**src/rtl/lieat_idu_ibuf_if.sv**
```systemverilog
// Fetch-side and decode-side valid/ready handshake bundle of the lieat instruction buffer.
// The buffer itself uses the slave view; the fetch/decode environment uses master.
interface lieat_idu_ibuf_if #(
    parameter int XLEN = 32,
    parameter int PC_W = XLEN
);
    logic            if_valid;
    logic            if_ready;
    logic [PC_W-1:0] if_pc;
    logic [XLEN-1:0] if_inst;
    logic            if_prdt_taken;
    logic            if_err;

    logic            id_valid;
    logic            id_ready;
    logic [PC_W-1:0] id_pc;
    logic [XLEN-1:0] id_inst;
    logic            id_prdt_taken;
    logic            id_err;

    modport slave (
        input  if_valid, if_pc, if_inst, if_prdt_taken, if_err, id_ready,
        output if_ready, id_valid, id_pc, id_inst, id_prdt_taken, id_err
    );

    modport master (
        output if_valid, if_pc, if_inst, if_prdt_taken, if_err, id_ready,
        input  if_ready, id_valid, id_pc, id_inst, id_prdt_taken, id_err
    );
endinterface

```
**src/rtl/lieat_idu_ibuf.sv**
```systemverilog
// Instruction buffer between IFU fetch and the lieat decoder: circular queue of
// {pc, inst, prdt_taken, err} with wrap-bit pointers, optional empty bypass and flush.
module lieat_idu_ibuf #(
    parameter int DEPTH  = 4,
    parameter int XLEN   = 32,
    parameter int PC_W   = XLEN,
    parameter int BYPASS = 1,
    parameter int CNT_W  = $clog2(DEPTH) + 1
) (
    input  logic             clock,
    input  logic             reset,
    input  logic             flush,
    lieat_idu_ibuf_if.slave  ibus,
    output logic [CNT_W-1:0] ibuf_cnt
);
    localparam int IDX_W = $clog2(DEPTH);

    logic [PC_W-1:0]  pc_mem    [DEPTH];
    logic [XLEN-1:0]  inst_mem  [DEPTH];
    logic             taken_mem [DEPTH];
    logic             err_mem   [DEPTH];

    logic [CNT_W-1:0] wr_ptr;
    logic [CNT_W-1:0] rd_ptr;
    logic [IDX_W-1:0] wr_idx;
    logic [IDX_W-1:0] rd_idx;
    logic             empty;
    logic             full;
    logic             bypass_path;
    logic             push;
    logic             pop;

    assign wr_idx      = wr_ptr[IDX_W-1:0];
    assign rd_idx      = rd_ptr[IDX_W-1:0];
    assign empty       = (wr_ptr == rd_ptr);
    assign full        = (wr_ptr[CNT_W-1] != rd_ptr[CNT_W-1]) && (wr_idx == rd_idx);
    assign bypass_path = (BYPASS != 0) && empty;
    assign ibuf_cnt    = wr_ptr - rd_ptr;

    // if_ready deliberately ignores id_ready so a full buffer never depends on decode timing.
    assign ibus.if_ready = ~full & ~flush;

    // A bypassed word that decode takes in the same cycle must not also be stored.
    assign push = ibus.if_valid & ibus.if_ready & ~(bypass_path & ibus.id_ready);
    assign pop  = ibus.id_valid & ibus.id_ready & ~empty;

    always_comb begin
        ibus.id_valid      = 1'b0;
        ibus.id_pc         = pc_mem[rd_idx];
        ibus.id_inst       = inst_mem[rd_idx];
        ibus.id_prdt_taken = taken_mem[rd_idx];
        ibus.id_err        = err_mem[rd_idx];
        if (!empty) begin
            ibus.id_valid = ~flush;
        end else if (bypass_path) begin
            ibus.id_valid      = ibus.if_valid & ~flush;
            ibus.id_pc         = ibus.if_pc;
            ibus.id_inst       = ibus.if_inst;
            ibus.id_prdt_taken = ibus.if_prdt_taken;
            ibus.id_err        = ibus.if_err;
        end
    end

    always_ff @(posedge clock or posedge reset) begin
        if (reset) begin
            wr_ptr <= '0;
            rd_ptr <= '0;
        end else if (flush) begin
            wr_ptr <= '0;
            rd_ptr <= '0;
        end else begin
            if (push) wr_ptr <= wr_ptr + CNT_W'(1);
            if (pop)  rd_ptr <= rd_ptr + CNT_W'(1);
        end
    end

    // Payload storage carries no reset; only the pointers decide what is valid.
    always_ff @(posedge clock) begin
        if (push) begin
            pc_mem[wr_idx]    <= ibus.if_pc;
            inst_mem[wr_idx]  <= ibus.if_inst;
            taken_mem[wr_idx] <= ibus.if_prdt_taken;
            err_mem[wr_idx]   <= ibus.if_err;
        end
    end
endmodule

```
**src/flat_wrapper.sv**
```systemverilog
// flat-port wrapper written by rule: the top's interface ports become plain ports
module lieat_idu_ibuf_flat 
#(
    parameter int DEPTH  = 4,
    parameter int XLEN   = 32,
    parameter int PC_W   = XLEN,
    parameter int BYPASS = 1,
    parameter int CNT_W  = $clog2(DEPTH) + 1
)
  (clock, reset, flush, ibuf_cnt, ibus_if_valid, ibus_if_pc, ibus_if_inst, ibus_if_prdt_taken, ibus_if_err, ibus_id_ready, ibus_if_ready, ibus_id_valid, ibus_id_pc, ibus_id_inst, ibus_id_prdt_taken, ibus_id_err);
  lieat_idu_ibuf_if #(.XLEN(XLEN), .PC_W(PC_W)) ibus_i ();
  input  logic clock;
  input  logic reset;
  input  logic flush;
  output logic [CNT_W-1:0] ibuf_cnt;
  input wire logic [$bits(ibus_i.if_valid)-1:0] ibus_if_valid;
  input wire logic [$bits(ibus_i.if_pc)-1:0] ibus_if_pc;
  input wire logic [$bits(ibus_i.if_inst)-1:0] ibus_if_inst;
  input wire logic [$bits(ibus_i.if_prdt_taken)-1:0] ibus_if_prdt_taken;
  input wire logic [$bits(ibus_i.if_err)-1:0] ibus_if_err;
  input wire logic [$bits(ibus_i.id_ready)-1:0] ibus_id_ready;
  output wire logic [$bits(ibus_i.if_ready)-1:0] ibus_if_ready;
  output wire logic [$bits(ibus_i.id_valid)-1:0] ibus_id_valid;
  output wire logic [$bits(ibus_i.id_pc)-1:0] ibus_id_pc;
  output wire logic [$bits(ibus_i.id_inst)-1:0] ibus_id_inst;
  output wire logic [$bits(ibus_i.id_prdt_taken)-1:0] ibus_id_prdt_taken;
  output wire logic [$bits(ibus_i.id_err)-1:0] ibus_id_err;
  assign ibus_i.if_valid = ibus_if_valid;
  assign ibus_i.if_pc = ibus_if_pc;
  assign ibus_i.if_inst = ibus_if_inst;
  assign ibus_i.if_prdt_taken = ibus_if_prdt_taken;
  assign ibus_i.if_err = ibus_if_err;
  assign ibus_i.id_ready = ibus_id_ready;
  assign ibus_if_ready = ibus_i.if_ready;
  assign ibus_id_valid = ibus_i.id_valid;
  assign ibus_id_pc = ibus_i.id_pc;
  assign ibus_id_inst = ibus_i.id_inst;
  assign ibus_id_prdt_taken = ibus_i.id_prdt_taken;
  assign ibus_id_err = ibus_i.id_err;
  lieat_idu_ibuf #(.DEPTH(DEPTH), .XLEN(XLEN), .PC_W(PC_W), .BYPASS(BYPASS), .CNT_W(CNT_W)) u_core (.clock(clock), .reset(reset), .flush(flush), .ibus(ibus_i), .ibuf_cnt(ibuf_cnt));
endmodule
```
**config.mk**
```make
export PLATFORM = sky130hd
export DESIGN_NAME = lieat_idu_ibuf_flat
export DESIGN_NICKNAME = d
export VERILOG_FILES = /design/src/rtl/lieat_idu_ibuf_if.sv /design/src/rtl/lieat_idu_ibuf.sv /design/src/flat_wrapper.sv
export SDC_FILE = /design/constraint.sdc
export NUM_CORES = 1
export LEC_CHECK = 0
export ABC_AREA = 1
export CORE_ASPECT_RATIO = 0.8
export CORE_MARGIN = 3
export CORE_UTILIZATION = 40
export DETAILED_ROUTE_END_ITERATION = 10
export PLACE_DENSITY = 0.73
export SYNTH_ARGS = -nofsm -noshare
export SYNTH_HDL_FRONTEND = slang
export SYNTH_SLANG_ARGS = --single-unit
```
**constraint.sdc**
```tcl
create_clock -name clock -period 4.6 [get_ports clock]
set_input_delay 0.92 -clock clock [delete_from_list [all_inputs] [get_ports clock]]
set_output_delay 0.92 -clock clock [all_outputs]
set_load 0.05 [all_outputs]
```
# After elaboration in Yosys (flattened, before gate mapping)
# Memories as Yosys holds them, arrays and structs flattened.
# Cells that the tools add are included.
[totals]
register_bits = 6
mem_count = 4
output_inout_bits = 71
elab_cells = 37
ramBits = 264
[classes]
n_reduce_logical = 3
mux = 11
n_eq_ne = 3
n_addsub = 3
n_bitwise = 11
[memory_table]
columns = ["name", "words", "width", "rd", "rd_clocked_by_memory_dff", "write_ports", "line_no", "text"]
rows = [
  ["u_core.inst_mem", 4, 32, 1, 0, 1, "lieat_idu_ibuf.sv:19", "logic [XLEN-1:0] inst_mem [DEPTH];"],
  ["u_core.pc_mem", 4, 32, 1, 0, 1, "lieat_idu_ibuf.sv:18", "logic [PC_W-1:0] pc_mem [DEPTH];"],
  ["u_core.err_mem", 4, 1, 1, 0, 1, "lieat_idu_ibuf.sv:21", "logic err_mem [DEPTH];"],
  ["u_core.taken_mem", 4, 1, 1, 0, 1, "lieat_idu_ibuf.sv:20", "logic taken_mem [DEPTH];"],
]
[op_table]
columns = ["operator", "n"]
rows = [
  ["2-to-1 mux 32 bit", 2],
  ["2-to-1 mux 3 bit", 4],
  ["bitwise AND 1 bit", 7],
  ["adder 3 x 1 -> 3 bit (second input constant)", 2],
  ["2-to-1 mux 1 bit", 5],
  ["NOT 1 bit", 4],
  ["nonzero test 2 bit", 2],
  ["== test 3 bit", 1],
  ["subtractor 3 bit", 1],
  ["== test 2 bit", 1],
  ["logical AND 1 bit", 1],
  ["!= test 1 bit", 1],
]

# Depth between registers and ports, before layout
[logic_depth]
word_depth = 8
ltp_mapped = 10
depth_no_buf = 9

# Least setup slack after synthesis
# No wires, ideal clock.
[synth_timing]
kind = "reg2reg"
startpoint = "register u_core.rd_ptr[1]"
endpoint = "memory u_core.err_mem[0] (enable)"
setup_ns = 0.491
stages_incl_launch_ff = 9
path_slack_ns = -1.069
arrival_time_ns = 5.178
path_cell_list = "dfrtp_1 -> inv_2 -> clkbuf_1 -> ha_1 -> nand2_1 -> inv_1 -> a21oi_1 -> nand3_2 -> nor2_1"
[synth_via]
elab_chain_cells = 8
word_cells_on_any_way = 11
[synth_lines]
columns = ["item", "line_no", "text"]
rows = [
  ["start, declared", "lieat_idu_ibuf.sv:24", "logic [CNT_W-1:0] rd_ptr;"],
  ["start signal, assigned", "lieat_idu_ibuf.sv:73", "if (pop) rd_ptr <= rd_ptr + CNT_W'(1);"],
  ["== test 2 bit", "lieat_idu_ibuf.sv:36", "assign full = (wr_ptr[CNT_W-1] != rd_ptr[CNT_W-1]) && (wr_idx == rd_idx);"],
  ["logical AND 1 bit", "lieat_idu_ibuf.sv:36", ""],
  ["NOT 1 bit", "lieat_idu_ibuf.sv:41", "assign ibus.if_ready = ~full & ~flush;"],
  ["bitwise AND 1 bit", "lieat_idu_ibuf.sv:41", ""],
  ["named net ibus_if_ready", "flat_wrapper.sv:22", "output wire logic [$bits(ibus_i.if_ready)-1:0] ibus_if_ready;"],
  ["bitwise AND 1 bit (2 in series)", "lieat_idu_ibuf.sv:44", "assign push = ibus.if_valid & ibus.if_ready & ~(bypass_path & ibus.id_ready);"],
  ["2-to-1 mux 1 bit", "lieat_idu_ibuf.sv:79", "if (push) begin"],
  ["2-to-1 mux 1 bit (not written as such)", "lieat_idu_ibuf.sv:83", "err_mem[wr_idx] <= ibus.if_err;"],
  ["end, declared", "lieat_idu_ibuf.sv:21", ""],
]
# The timed path passes the listed nets, and every way through them passes these cells.

# Final worst setup path
[layout_timing]
startpoint = "register u_core.rd_ptr[0]"
endpoint = "output ibus_id_prdt_taken"
[layout_via]
elab_chain_cells = 2
word_cells_on_any_way = 3
[layout_lines]
columns = ["item", "line_no", "text"]
rows = [
  ["memory (4 x 1 bit) or == test 3 bit (tied branches)", "--", ""],
  ["2-to-1 mux 1 bit (*)", "lieat_idu_ibuf.sv:53", "if (!empty) begin"],
  ["end, declared", "flat_wrapper.sv:26", "output wire logic [$bits(ibus_i.id_prdt_taken)-1:0] ibus_id_prdt_taken;"],
]
# Mark *: on every way between the ends. The rest lies on a longest branch, timed or not.

==> qor.yml <==
timing:
  fmax_mhz: 271
  tightest_slew_ps: 927
  finalCritPeriodShare_pct: 80.3
  rsz0062_at_grt: "false"
  setup-violations-final: 0
  fin_crit_ps: 3690
  skew_ps: 5.83
  slew_headroom_pct: 38.2
  hold_ws_ps: 601
  hold_viol_final: 0
  drv_slew: 0
route:
  drtIter0Drc: 668
  vias: 7395
  vias_per_cell: 5.19
  drc: 0
  postRouteAntennaNets: 0
  first_pass_iters: 5
  wirelength_um: 25400
  drt-wirelength-per-cell_um: 17.8
floorplanning:
  initial_utilization_pct: 41.4
  fp.dieH_um: 155
  rows: 53
  dieArea_sq_um: 29800
  core_sq_um: 26800
  ioPinCount: 142
  die_w_um: 192
final_layout:
  syn2layout_area_growth_pct: 28.6
  n_antenna_cell: 0
  drive_above_1_share_pct: 12.4
  instances_no_fill: 1425
  final_nets: 1130
  fillers: 2180
  finish.utilization_pct: 53.2
min_path:
  hp-start: "u_core.wr_ptr[0]"
  hold_class: "flip-flop to flip-flop"
synth:
  seq_area_frac_synth_pct: 72.8
  syn_avg_cell_area_sq_um: 12.1
  ys_types: 25
  yosysTopAreaCellShare_pct: 71.5
  synthTopCellsByArea: "edfxtp_1 (71%), nor2_1 (11%), o21ai_0 (6.0%)"
  synth_cells: 920
  synth_edf_count: 264
  yosysTopAreaCell: "edfxtp_1"
  synth_nets: 999
  synth_warnings: 0
  ys_ff_latch: 270
  synth_area_sq_um: 11100
  synth-main-ff-cell: "edfxtp_1"
  synthArstFlopShare_pct: 2.22
clock_tree:
  cts_buffers: 27
  cts_tree: "built"
  clk_latency_ps: 520
  h-tree-depth: 1
  cts_root_buf: "clkbuf_16"
  cts_resized: 0
  clk_pin_slew_ps: 60
  cts_hold_buf: 0
  postCtsSetupRepairBufs: 0
  clockBufferDepth: 3
  cts_num_sinks: 270
setup_path:
  crit_slowest_cell: "buf_4"
  r2r_setup_slack_ps: 1950
  startpoint: "u_core.rd_ptr[0]"
  required_ps: 3680
  cp_max_fo: 94
  worstPathCellList: "clkinv_2, buf_4, o21ai_0, a31oi_1, buf_12"
  cp_data_arrival_time_ps: 2770
  max_stage_delay_ps: 630
  endpoint_kind: "output port"
  cp-start-kind: "flip-flop"
  r2r-start: "u_core.wr_ptr[0]"
  worstSetupPathType: "flip-flop to output port"
global_route:
  grt_pass1_wl_um: 40000
  grt_pass1_vias: 7198
  antenna_found_initial: 1
  grt-ovfl-total: 0
  grt.total_usage_pct: 16.9
  grt_max_degree: 95
outcome:
  outcome: "finished, final reports clean"
power:
  power.leakage_uw: 0.00497
  vdd_drop_max_v: 0.000509
  power_density_nw_per_um2: 715
placement:
  dp_hpwl_um: 14900
  port_buffers: 141
  gp_congestion: 0.751
  dp_cells: 1379
flow_run:
  maxCapViolations: 0
## report_power, final
part           internal (uW)  switching (uW)  leakage, uW  total, uW
Combinational           2110            3240      0.00212       5360
Sequential              2810            29.9      0.00247       2840
Clock                   1120             874     0.000381       1990
## placed cells by master (no fill, tap or decap), types with 14 or more instances in the layout
| cell type | netlist | routed |
|---|---|---|
| buf_4 | 9 | 18 |
| clkbuf_16 | 0 | 27 |
| a31oi_1 | 66 | 66 |
| nor2_1 | 338 | 334 |
| inv_1 | 14 | 14 |
| nand2_1 | 14 | 14 |
| clkdlybuf4s50_1 | 0 | 73 |
| o21ai_0 | 132 | 132 |
| buf_12 | 0 | 68 |
| edfxtp_1 | 264 | 264 |
## synth_stat cells (4+ instances only)
cell	n
nand3_1	7
edfxtp_1	264
inv_1	14
nand2_1	14
buf_4	9
ha_1	7
dfrtp_1	6
o21ai_0	132
buf_6	7
buf_2	17
buf_1	4
nor2_1	338
a31oi_1	66
clkbuf_1	19
## kinds of logic (layout without fill, tap and decap cells)
group,count (synthesis),in the layout,share of synthesized area (%)
simple gates,362,362,12.5
flops,270,270,72.8
compound gates,204,204,9.97
buf+inv,74,222,3.59
fa+ha+maj,8,8,0.970
xor+xnor,2,2,0.158
## state kept, by name, indices dropped and copies added, names as in the netlist
name and cells:
u_core.err_mem 4, u_core.wr_ptr 3, u_core.pc_mem 128, u_core.rd_ptr 3
u_core.inst_mem 128, u_core.taken_mem 4
## critical path: cells and delay by family (launching register included)
kind / cells / cell delay [ps]
compound gates: 2 / 740
buf+inv: 3 / 870
flops: 1 / 510
## worst paths after layout
check,to,cells after the start
max in group asynchronous,u_core.rd_ptr[0],2
worst min-delay path,u_core.wr_ptr[0],2
worst min register to register,u_core.wr_ptr[0],2
worst max-delay path,ibus_id_prdt_taken,5
worst max register to register,u_core.pc_mem[2][27],8
min in group asynchronous,u_core.rd_ptr[2],2
## through the flow
stage	area [sq um]	setup WS, ps	total power (uW)	setup TNS [ps]
floorplan	11100	-1070	5890	-282160
global placement	13500	1470	8230	0
detailed placement	13500	1470	8280	0
CTS	14300	903	10300	0
global route	14300	701	10700	0
finish	14300	908	10200	0
## area by class of cell
cell class	instances	area, sq um	share of cell area (%)
Clock buffer	36	739	5.19
Sequential cell	270	8080	56.7
Tap cell	357	447	3.13
Multi-Input combinational cell	576	2640	18.5
Timing Repair Buffer	159	2230	15.6
Inverter	17	65.1	0.456
Clock inverter	10	52.6	0.369
## per-layer routing
metal | vias up | GRT usage, % | routed length, um
met5 | - | 0 | 10
met4 | 2 | 3.22 | 430
met3 | 35 | 3.54 | 2180
met2 | 278 | 26.4 | 11600
met1 | 3557 | 24.8 | 11200
li1 | 3523 | - | -
(Power assumes the default switching activity.)
